==> src/rtl/dsdmnist_pkg.sv <==
// Shared types and constants for the N-lane multiply-accumulate block.
// Holds the FSM state encoding, the beat-to-valid latency and the shift-field width.
package dsdmnist_pkg;

  typedef enum logic [1:0] {
    S_IDLE  = 2'd0,
    S_RUN   = 2'd1,
    S_DRAIN = 2'd2,
    S_OUT   = 2'd3
  } state_t;

  localparam int LATENCY = 4;
  localparam int SHIFT_W = 5;

endpackage

==> src/rtl/dsdmnist_addtree.sv <==
// Registered signed reduction of LANES product terms into one lane sum.
// The valid flag travels with the registered sum.
module dsdmnist_addtree
  import dsdmnist_pkg::*;
#(
  parameter int LANES = 4,
  parameter int IW    = 16,
  parameter int OW    = IW + $clog2(LANES)
) (
  input  logic                 i_CLK,
  input  logic                 i_RST,
  input  logic                 i_vld,
  input  logic signed [IW-1:0] i_terms [LANES],
  output logic signed [OW-1:0] o_sum,
  output logic                 o_vld
);

  logic signed [OW-1:0] w_sum;

  always_comb begin
    w_sum = '0;
    for (int i = 0; i < LANES; i++) begin
      w_sum = w_sum + OW'(i_terms[i]);
    end
  end

  // stage p1: lane sum
  always_ff @(posedge i_CLK) begin
    if (i_vld) o_sum <= w_sum;
  end

  always_ff @(posedge i_CLK) begin
    if (i_RST) o_vld <= 1'b0;
    else       o_vld <= i_vld;
  end

endmodule

==> src/rtl/dsdmnist_nlane_macc.sv <==
// N-lane signed dot-product engine: multiply, reduce, accumulate, then
// requantise (bias, arithmetic shift, optional ReLU, saturation) into one result.
module dsdmnist_nlane_macc
  import dsdmnist_pkg::*;
#(
  parameter int LANES  = 4,
  parameter int OPW    = 8,
  parameter int ACCW   = 32,
  parameter int LENW   = 10,
  parameter     USEDSP = "no"
) (
  input  logic                   i_CLK,
  input  logic                   i_RST,
  input  logic                   i_START,
  input  logic [LENW-1:0]        i_LEN,
  input  logic signed [ACCW-1:0] i_BIAS,
  input  logic [SHIFT_W-1:0]     i_SHIFT,
  input  logic                   i_RELU,
  input  logic                   i_VALID,
  output logic                   o_READY,
  input  logic signed [OPW-1:0]  i_OPSET0 [0:LANES-1],
  input  logic signed [OPW-1:0]  i_OPSET1 [0:LANES-1],
  output logic                   o_VALID,
  input  logic                   i_OUT_READY,
  output logic signed [OPW-1:0]  o_RESULT,
  output logic signed [ACCW-1:0] o_ACC,
  output logic                   o_BUSY
);

  localparam int PW = 2 * OPW;
  localparam int SW = PW + $clog2(LANES);
  localparam logic signed [ACCW:0] RMAX = (ACCW+1)'((2 ** (OPW - 1)) - 1);
  localparam logic signed [ACCW:0] RMIN = ~RMAX;

  state_t                  r_state;
  logic [LENW-1:0]         r_len;
  logic [LENW-1:0]         r_cnt;
  logic signed [ACCW-1:0]  r_bias;
  logic [SHIFT_W-1:0]      r_shift;
  logic                    r_relu;
  (* use_dsp = USEDSP *)
  logic signed [PW-1:0]    r_prod_p0 [LANES];
  logic                    r_vld_p0;
  logic signed [SW-1:0]    w_sum_p1;
  logic                    w_vld_p1;
  (* use_dsp = USEDSP *)
  logic signed [ACCW-1:0]  r_acc_p2;
  logic                    r_drained;
  logic signed [OPW-1:0]   r_result;
  logic                    w_start;
  logic                    w_beat;
  logic                    w_last;

  function automatic logic signed [OPW-1:0] sat(input logic signed [ACCW:0] v);
    if (v > RMAX)      return RMAX[OPW-1:0];
    else if (v < RMIN) return RMIN[OPW-1:0];
    else               return v[OPW-1:0];
  endfunction

  // acc + bias is formed one bit wider so the sum itself never wraps
  function automatic logic signed [OPW-1:0] requant(input logic signed [ACCW-1:0] acc,
                                                    input logic signed [ACCW-1:0] bias,
                                                    input logic [SHIFT_W-1:0] sh,
                                                    input logic relu);
    logic signed [ACCW:0] v;
    v = {acc[ACCW-1], acc} + {bias[ACCW-1], bias};
    v = v >>> sh;
    if (relu && v[ACCW]) v = '0;
    return sat(v);
  endfunction

  assign w_start = (r_state == S_IDLE) && i_START;
  assign w_beat  = i_VALID && o_READY;
  assign w_last  = w_beat && (r_cnt == r_len - 1'b1);

  always_ff @(posedge i_CLK) begin
    if (w_start) begin
      r_len   <= i_LEN;
      r_bias  <= i_BIAS;
      r_shift <= i_SHIFT;
      r_relu  <= i_RELU;
    end
  end

  // stage p0: per-lane products
  always_ff @(posedge i_CLK) begin
    if (w_beat) begin
      for (int i = 0; i < LANES; i++) begin
        r_prod_p0[i] <= i_OPSET0[i] * i_OPSET1[i];
      end
    end
  end

  dsdmnist_addtree #(
    .LANES (LANES),
    .IW    (PW),
    .OW    (SW)
  ) u_addtree (
    .i_CLK   (i_CLK),
    .i_RST   (i_RST),
    .i_vld   (r_vld_p0),
    .i_terms (r_prod_p0),
    .o_sum   (w_sum_p1),
    .o_vld   (w_vld_p1)
  );

  // stage p2: accumulator; r_drained rises one cycle after p0/p1 have emptied in DRAIN
  always_ff @(posedge i_CLK) begin
    if (i_RST) begin
      r_state   <= S_IDLE;
      r_cnt     <= '0;
      r_vld_p0  <= 1'b0;
      r_drained <= 1'b0;
      r_acc_p2  <= '0;
      r_result  <= '0;
    end else begin
      r_vld_p0  <= w_beat;
      r_drained <= (r_state == S_DRAIN) && !r_vld_p0 && !w_vld_p1;
      if (w_start)       r_acc_p2 <= '0;
      else if (w_vld_p1) r_acc_p2 <= r_acc_p2 + ACCW'(w_sum_p1);
      case (r_state)
        S_IDLE: begin
          if (i_START) begin
            r_cnt   <= '0;
            r_state <= (i_LEN == '0) ? S_DRAIN : S_RUN;
          end
        end
        S_RUN: begin
          if (w_beat) begin
            r_cnt <= r_cnt + 1'b1;
            if (w_last) r_state <= S_DRAIN;
          end
        end
        S_DRAIN: begin
          if (r_drained) begin
            r_state  <= S_OUT;
            r_result <= requant(r_acc_p2, r_bias, r_shift, r_relu);
          end
        end
        S_OUT: begin
          if (i_OUT_READY) r_state <= S_IDLE;
        end
        default: r_state <= S_IDLE;
      endcase
    end
  end

  assign o_READY  = (r_state == S_RUN);
  assign o_VALID  = (r_state == S_OUT);
  assign o_BUSY   = (r_state != S_IDLE);
  assign o_RESULT = r_result;
  assign o_ACC    = r_acc_p2;

endmodule

==> config.mk <==
export PLATFORM = sky130hd
export DESIGN_NAME = dsdmnist_nlane_macc
export DESIGN_NICKNAME = d
export VERILOG_FILES = /design/src/rtl/dsdmnist_pkg.sv /design/src/rtl/dsdmnist_addtree.sv /design/src/rtl/dsdmnist_nlane_macc.sv
export SDC_FILE = /design/constraint.sdc
export NUM_CORES = 1
export LEC_CHECK = 0
export ABC_CLOCK_PERIOD_IN_PS = 9250
export CAP_MARGIN = 15
export CORE_MARGIN = 2
export CORE_UTILIZATION = 40
export DETAILED_ROUTE_END_ITERATION = 6
export HOLD_SLACK_MARGIN = 0.12
export SLEW_MARGIN = 10
export SYNTH_ARGS = -nofsm -noshare
export SYNTH_HDL_FRONTEND = slang
export SYNTH_SLANG_ARGS = --single-unit
==> constraint.sdc <==
create_clock -name i_CLK -period 9.25 [get_ports i_CLK]
set_input_delay 1.85 -clock i_CLK [delete_from_list [all_inputs] [get_ports i_CLK]]
set_output_delay 1.85 -clock i_CLK [all_outputs]
set_load 0.01 [all_outputs]
Word-level counts from Yosys, hierarchy flattened
Cells that the tools add are included.
{ "word_totals": {"regBits": 185, "in_bits": 117, "out_inout_bits": 43, "elab_cells": 71} }
{ "op_classes": {"n_addsub": 7, "n_mul": 4, "order_cmp": 2, "n_eq_ne": 9, "n_shift": 1, "n_mux": 16, "n_reduce_logical": 16} }
{ "op_table": {"columns": ["cell", "count"], "rows": [
  ["$mux 33", 4],
  ["$mul 8x8->16", 4],
  ["$add 32x32->33", 1],
  ["$gt 33x8->1 const B", 1],
  ["$lt 33x8->1 const B", 1],
  ["$sshr 33x5->33", 1],
  ["$add 32x18->32", 1],
  ["$mux 10", 2],
  ["$pmux 10 s2", 1],
  ["$add 17x16->18", 1],
  ["$add 18x16->18", 1],
  ["$add 16x16->17", 1],
  ["$mux 8", 2],
  ["$mux 2", 6],
  ["$add 10x1->10 const B", 1],
  ["$eq 10x10->1", 1],
  ["$logic_not 10->1", 1],
  ["$sub 10x1->10 const B", 1],
  ["$pmux 2 s4", 1],
  ["$logic_and 1x1->1", 6],
  ["$ne 2x1->1 const B", 3],
  ["$reduce_and 5->1", 1],
  ["$eq 2x2->1 const B", 2],
  ["$ne 2x2->1 const B", 2],
  ["7 further kinds", 9]
]} }

Depth between registers and ports, before layout
{ "depth": {"depth_word": 10, "ltp_mapped": 21, "ltp_nobuf": 21} }

Hierarchy
A second synthesis with hierarchy kept.
{ "hier_totals": {"cells_unflattened": 2534, "area_unflattened_um2": 24031.8} }
{ "modules_own_cells": {"columns": ["mod", "instances", "cells_per_inst", "area_per_inst_um2", "seq_area_each_um2"], "rows": [
  ["dsdmnist_nlane_macc", 1, 2296, 21734.6, 4444.3],
  ["dsdmnist_addtree", 1, 238, 2297.2, 560.5]
]} }

Worst setup path after synthesis
No wires, ideal clock.
{ "synth_path": {"path_kind": "input port to flip-flop", "startpoint": "in i_OPSET1[6] (netlist name)", "endpoint": "reg r_prod_p0[15] (netlist name), data pin", "setup_ns": 0.260, "arrival_ns": 5.717, "path_slack_ns": 3.273, "cell_stages": 18, "path_buffers": 1, "path_cell_list": "clkbuf_1 > nand2_1 > fa_1 > fa_1 > inv_1 > fa_1 > fa_1 > ha_1 > inv_1 > o21ai_0 > a21oi_1 > o21bai_1 > a21oi_1 > o21bai_1 > a21oi_1 > o21bai_1 > a21oi_1 > xnor2_1"} }
{ "synth_via": {"elab_chain_len": 1} }
{ "synth_rtl": {"columns": ["element", "line_no", "text"], "rows": [
  ["from (decl)", "dsdmnist_nlane_macc.sv:22", "input logic signed [OPW-1:0] i_OPSET1 [0:LANES-1],"],
  ["$mul 8x8->16", "dsdmnist_nlane_macc.sv:89", "r_prod_p0[i] <= i_OPSET0[i] * i_OPSET1[i];"],
  ["to (signal, indexed assignment)", "dsdmnist_nlane_macc.sv:89", null],
  ["to (decl)", "dsdmnist_nlane_macc.sv:42", "logic signed [PW-1:0] r_prod_p0 [LANES];"]
]} }
Every way passes these cells.
A chain may end at the register's enable or synchronous reset.

Worst setup path in the final report
{ "layout_path": {"startpoint": "in i_OPSET1[15] (netlist name)", "endpoint": "reg r_prod_p0[31] (netlist name), data pin"} }
Same word-level chain as after synthesis.

==> qor.yml <==
status: "finished, final reports clean"
grt_util_all_layers_pct: 20.82
core_area_sq_um: 58690
synth-edff-count: 130
routed_wl_microns: 61510
peakVddDrop_mv: 0.1973
start_kind: "input pin"
fp.dieW_microns: 246.9
fin_setup_tns_ns: 0
setup_viol: 0
min-delay-path-class: "reg2reg"
max_stage_delay_ns: 0.69
vias_per_cell: 5.447
netlist_area_sq_um: 23600
hold_violations: 0
grt_pass1_vias: 19240
crit_chain: "clkdlybuf4s50_1, nand2b_1, fa_1, fa_1, inv_1, fa_1, fa_1, ha_1, inv_1, o21bai_1, a21oi_1, o21bai_1, a21oi_1, o21bai_1, a21oi_1, o21bai_1, a21oi_1, xnor2_1"
crit_arrival_ns: 6.49
rsz0062_at_grt: "no"
start_util_pct: 40.22
ys.warnings.count: 0
tightest_slew_ns: 1.044
ant_nets: 0
p_leak_uw: 0.01129
pin_count: 160
route.detailed.drc: 0
avgSynthCellArea_sq_um: 9.407
clk_pin_slew_worst_paths_ns: 0.07
drive_gt1_share_pct: 3.792
comb_power_share_pct: 66.6
clock_skew_ns: 0.01891
cts_tree: "yes"
antenna_found_initial: 0
place_area_sq_um: 25860
end_kind: "flop"
area_growth_pct: 11.94
htree_levels: 4
finalNetCount: 3199
vias: 18570
worst-setup-path-type: "in2reg"
final.period_utilization_pct: 67.72
p_sw_share_pct: 45.10
cts_buffers: 17
crit_required_ns: 9.48
slew_violations: 0
grt_max_degree: 68
insertedDiodeCount: 0
cts_root_buf: "clkbuf_16"
max_freq_mhz: 159.7
die_y_microns: 246.9
power_frac_seq_pct: 22.3
crit_path_max_fanout: 9
cap_violations: 0
slew_headroom_pct: 30.40
clockBufferDepth: 2
cts_setup_buffers: 0
cts.sinks: 185
post_cts_resized: 0
synth_cells: 2509
yosysSeqAreaShare_pct: 21.21
worst_slack_ns: 2.986
grt_pass1_wl_microns: 99750
p_switching_uw: 2903
design_area_sq_um: 26420
grt.overflow.total: 0
hpwl_microns: 50970
cp_slowest_cell: "clkdlybuf4s50_1"
power.density_nw_per_um2: 243.6
port_buffers: 159
place_worst_setup_slack_ns: 2.472
clock_latency_ns: 0.49
ys.flop_type: "edfxtp_1"
wire_per_inst_microns: 18.04
gp_congestion: 0.9153
die_area_sq_um: 60960
async_reset_ff_share_pct: 0
hold_ws_ns: 0.5053
synth.distinct_cells: 102
fin_crit_ns: 6.264
p_clk_share_pct: 11.1
drt-pass1-iter-count: 5
ctsHoldBuffers: 0
drtIter0Drc: 944
syn_nets: 3084
fin_util_pct: 45.02
p_int_uw: 3533
std_cell_rows: 89
ys_ff_latch: 185
[power groups by stage]
stage	clock network (uW)	registers (uW)	logic (uW)
after CTS	743	1440	4330
final	716	1440	4280
after global routing	768	1450	4890
after floorplan	0	1390	3320
after detailed placement	0	1460	4300
after global placement	0	1460	4230
[area by class of cell]
cell class / count / area [sq um]
Clock buffer: 21 / 471.7
Multi-Input combinational cell: 1943 / 17070
Tap cell: 773 / 967.2
Clock inverter: 11 / 83.83
Sequential cell: 185 / 5006
Fill cell: 5621 / 32270
Inverter: 308 / 1156
Timing Repair Buffer: 169 / 1667
[critical path: cells and delay by family]
kind / cells / cell delay, ns
fa+ha+maj: 5 / 2.40
buf+inv: 3 / 0.84
simple gates: 1 / 0.14
compound gates: 8 / 1.18
xor+xnor: 1 / 0.08
[cell usage after synthesis, drive strengths merged, types with 7 or more instances]
cell	instances	area [sq um]
inv	307	1152
fa	255	5105
ha	203	2540
nand2	177	664.4
nor2	175	664.4
and2	166	1039
edfxtp	130	3904
a21oi	125	629.4
xnor2	100	875.8
o21ai	83	415.4
dfxtp	55	1101
clkbuf	49	183.9
nor3	47	261.5
a211oi	45	365.4
nand3	45	225.2
xor2	40	350.3
mux2i	39	390.4
nand2b	37	231.5
a21o	34	256.5
o21bai	33	247.7
or3	29	186.4
nand4	25	156.4
buf	23	178.9
o211ai	22	180.2
o21a	22	165.2
o31ai	21	162.6
nor4	15	100.1
and3	14	87.58
nor2b	14	87.58
a21boi	13	101.4
a31oi	12	75.07
or2	11	71.32
a311oi	8	93.84
mux2	8	90.09
o221ai	8	70.07
o32ai	8	70.07
o211a	7	70.07
[final timing paths]
kind / slack [ns] / to / startpoint / cells past startpoint
hold / removal: 0.51 / o_RESULT[7]$_SDFFE_PP0P_ / o_RESULT[7]$_SDFFE_PP0P_ / 2
hold reg to reg: 0.51 / o_RESULT[7]$_SDFFE_PP0P_ / o_RESULT[7]$_SDFFE_PP0P_ / 2
setup reg to reg: 3.85 / o_RESULT[6]$_SDFFE_PP0P_ / o_ACC[0]$_SDFFE_PP0P_ / 17
setup / recovery: 2.99 / r_prod_p0[31]$_DFFE_PP_ / i_OPSET1[15] / 18
[registers in the layout (all words and copies together), names as in the netlist]
signal and flops:
r_drained 1, r_bias 32, r_cnt 10, r_vld_p0 1, o_RESULT 8, r_len 10, u_addtree.o_sum 18, o_ACC 32
r_relu 1, r_prod_p0 64, u_addtree.o_vld 1, r_shift 5, r_state 2
[metrics by stage]
step / power [uW] / std cells
after global routing: 7107 / 3410
final: 6436 / 3410
after detailed placement: 5756 / 3378
after global placement: 5685 / 3378
after CTS: 6509 / 3410
after floorplan: 4712 / 2509
[layout by cell type, fill, tap and decap left out, types with 18 or more instances in the layout]
cell type / netlist / layout
a21o_1: 33 / 33
nand4_1: 25 / 25
o31ai_1: 20 / 20
inv_1: 306 / 304
o21a_1: 22 / 22
nand3_1: 45 / 45
o21ai_0: 77 / 77
clkbuf_16: 0 / 18
a21oi_1: 124 / 124
o211ai_1: 19 / 19
nor2_1: 174 / 174
or3_1: 28 / 28
nand2b_1: 37 / 37
mux2i_1: 39 / 39
clkdlybuf4s50_1: 0 / 159
o21bai_1: 33 / 33
a211oi_1: 41 / 41
fa_1: 255 / 255
and2_1: 166 / 166
xnor2_1: 100 / 100
nor3_1: 43 / 43
xor2_1: 40 / 40
edfxtp_1: 130 / 130
dfxtp_1: 55 / 54
nand2_1: 177 / 177
ha_1: 203 / 203
[logic make-up (layout without fill, tap and decap cells)]
logic type | Yosys count | in the layout | synth area share, %
AO/OA/AOI/OAI | 510 | 510 | 15.20
XOR/XNOR | 140 | 140 | 5.195
adder cells (fa/ha/maj) | 458 | 458 | 32.39
buffers and inverters | 381 | 509 | 6.478
flip-flops | 185 | 185 | 21.21
multiplexers | 52 | 52 | 2.513
AND/OR/NAND/NOR | 783 | 783 | 17.02
[metal layers]
layer	vias up	global-route usage [%]	share of wire (%)
li1	8931	-	-
met1	9130	23.98	40
met2	413	38.94	53
met3	100	3.028	3.8
met4	0	7.282	3.0
met5	-	0	0
Note: power is estimated with default switching activity, not from simulation.
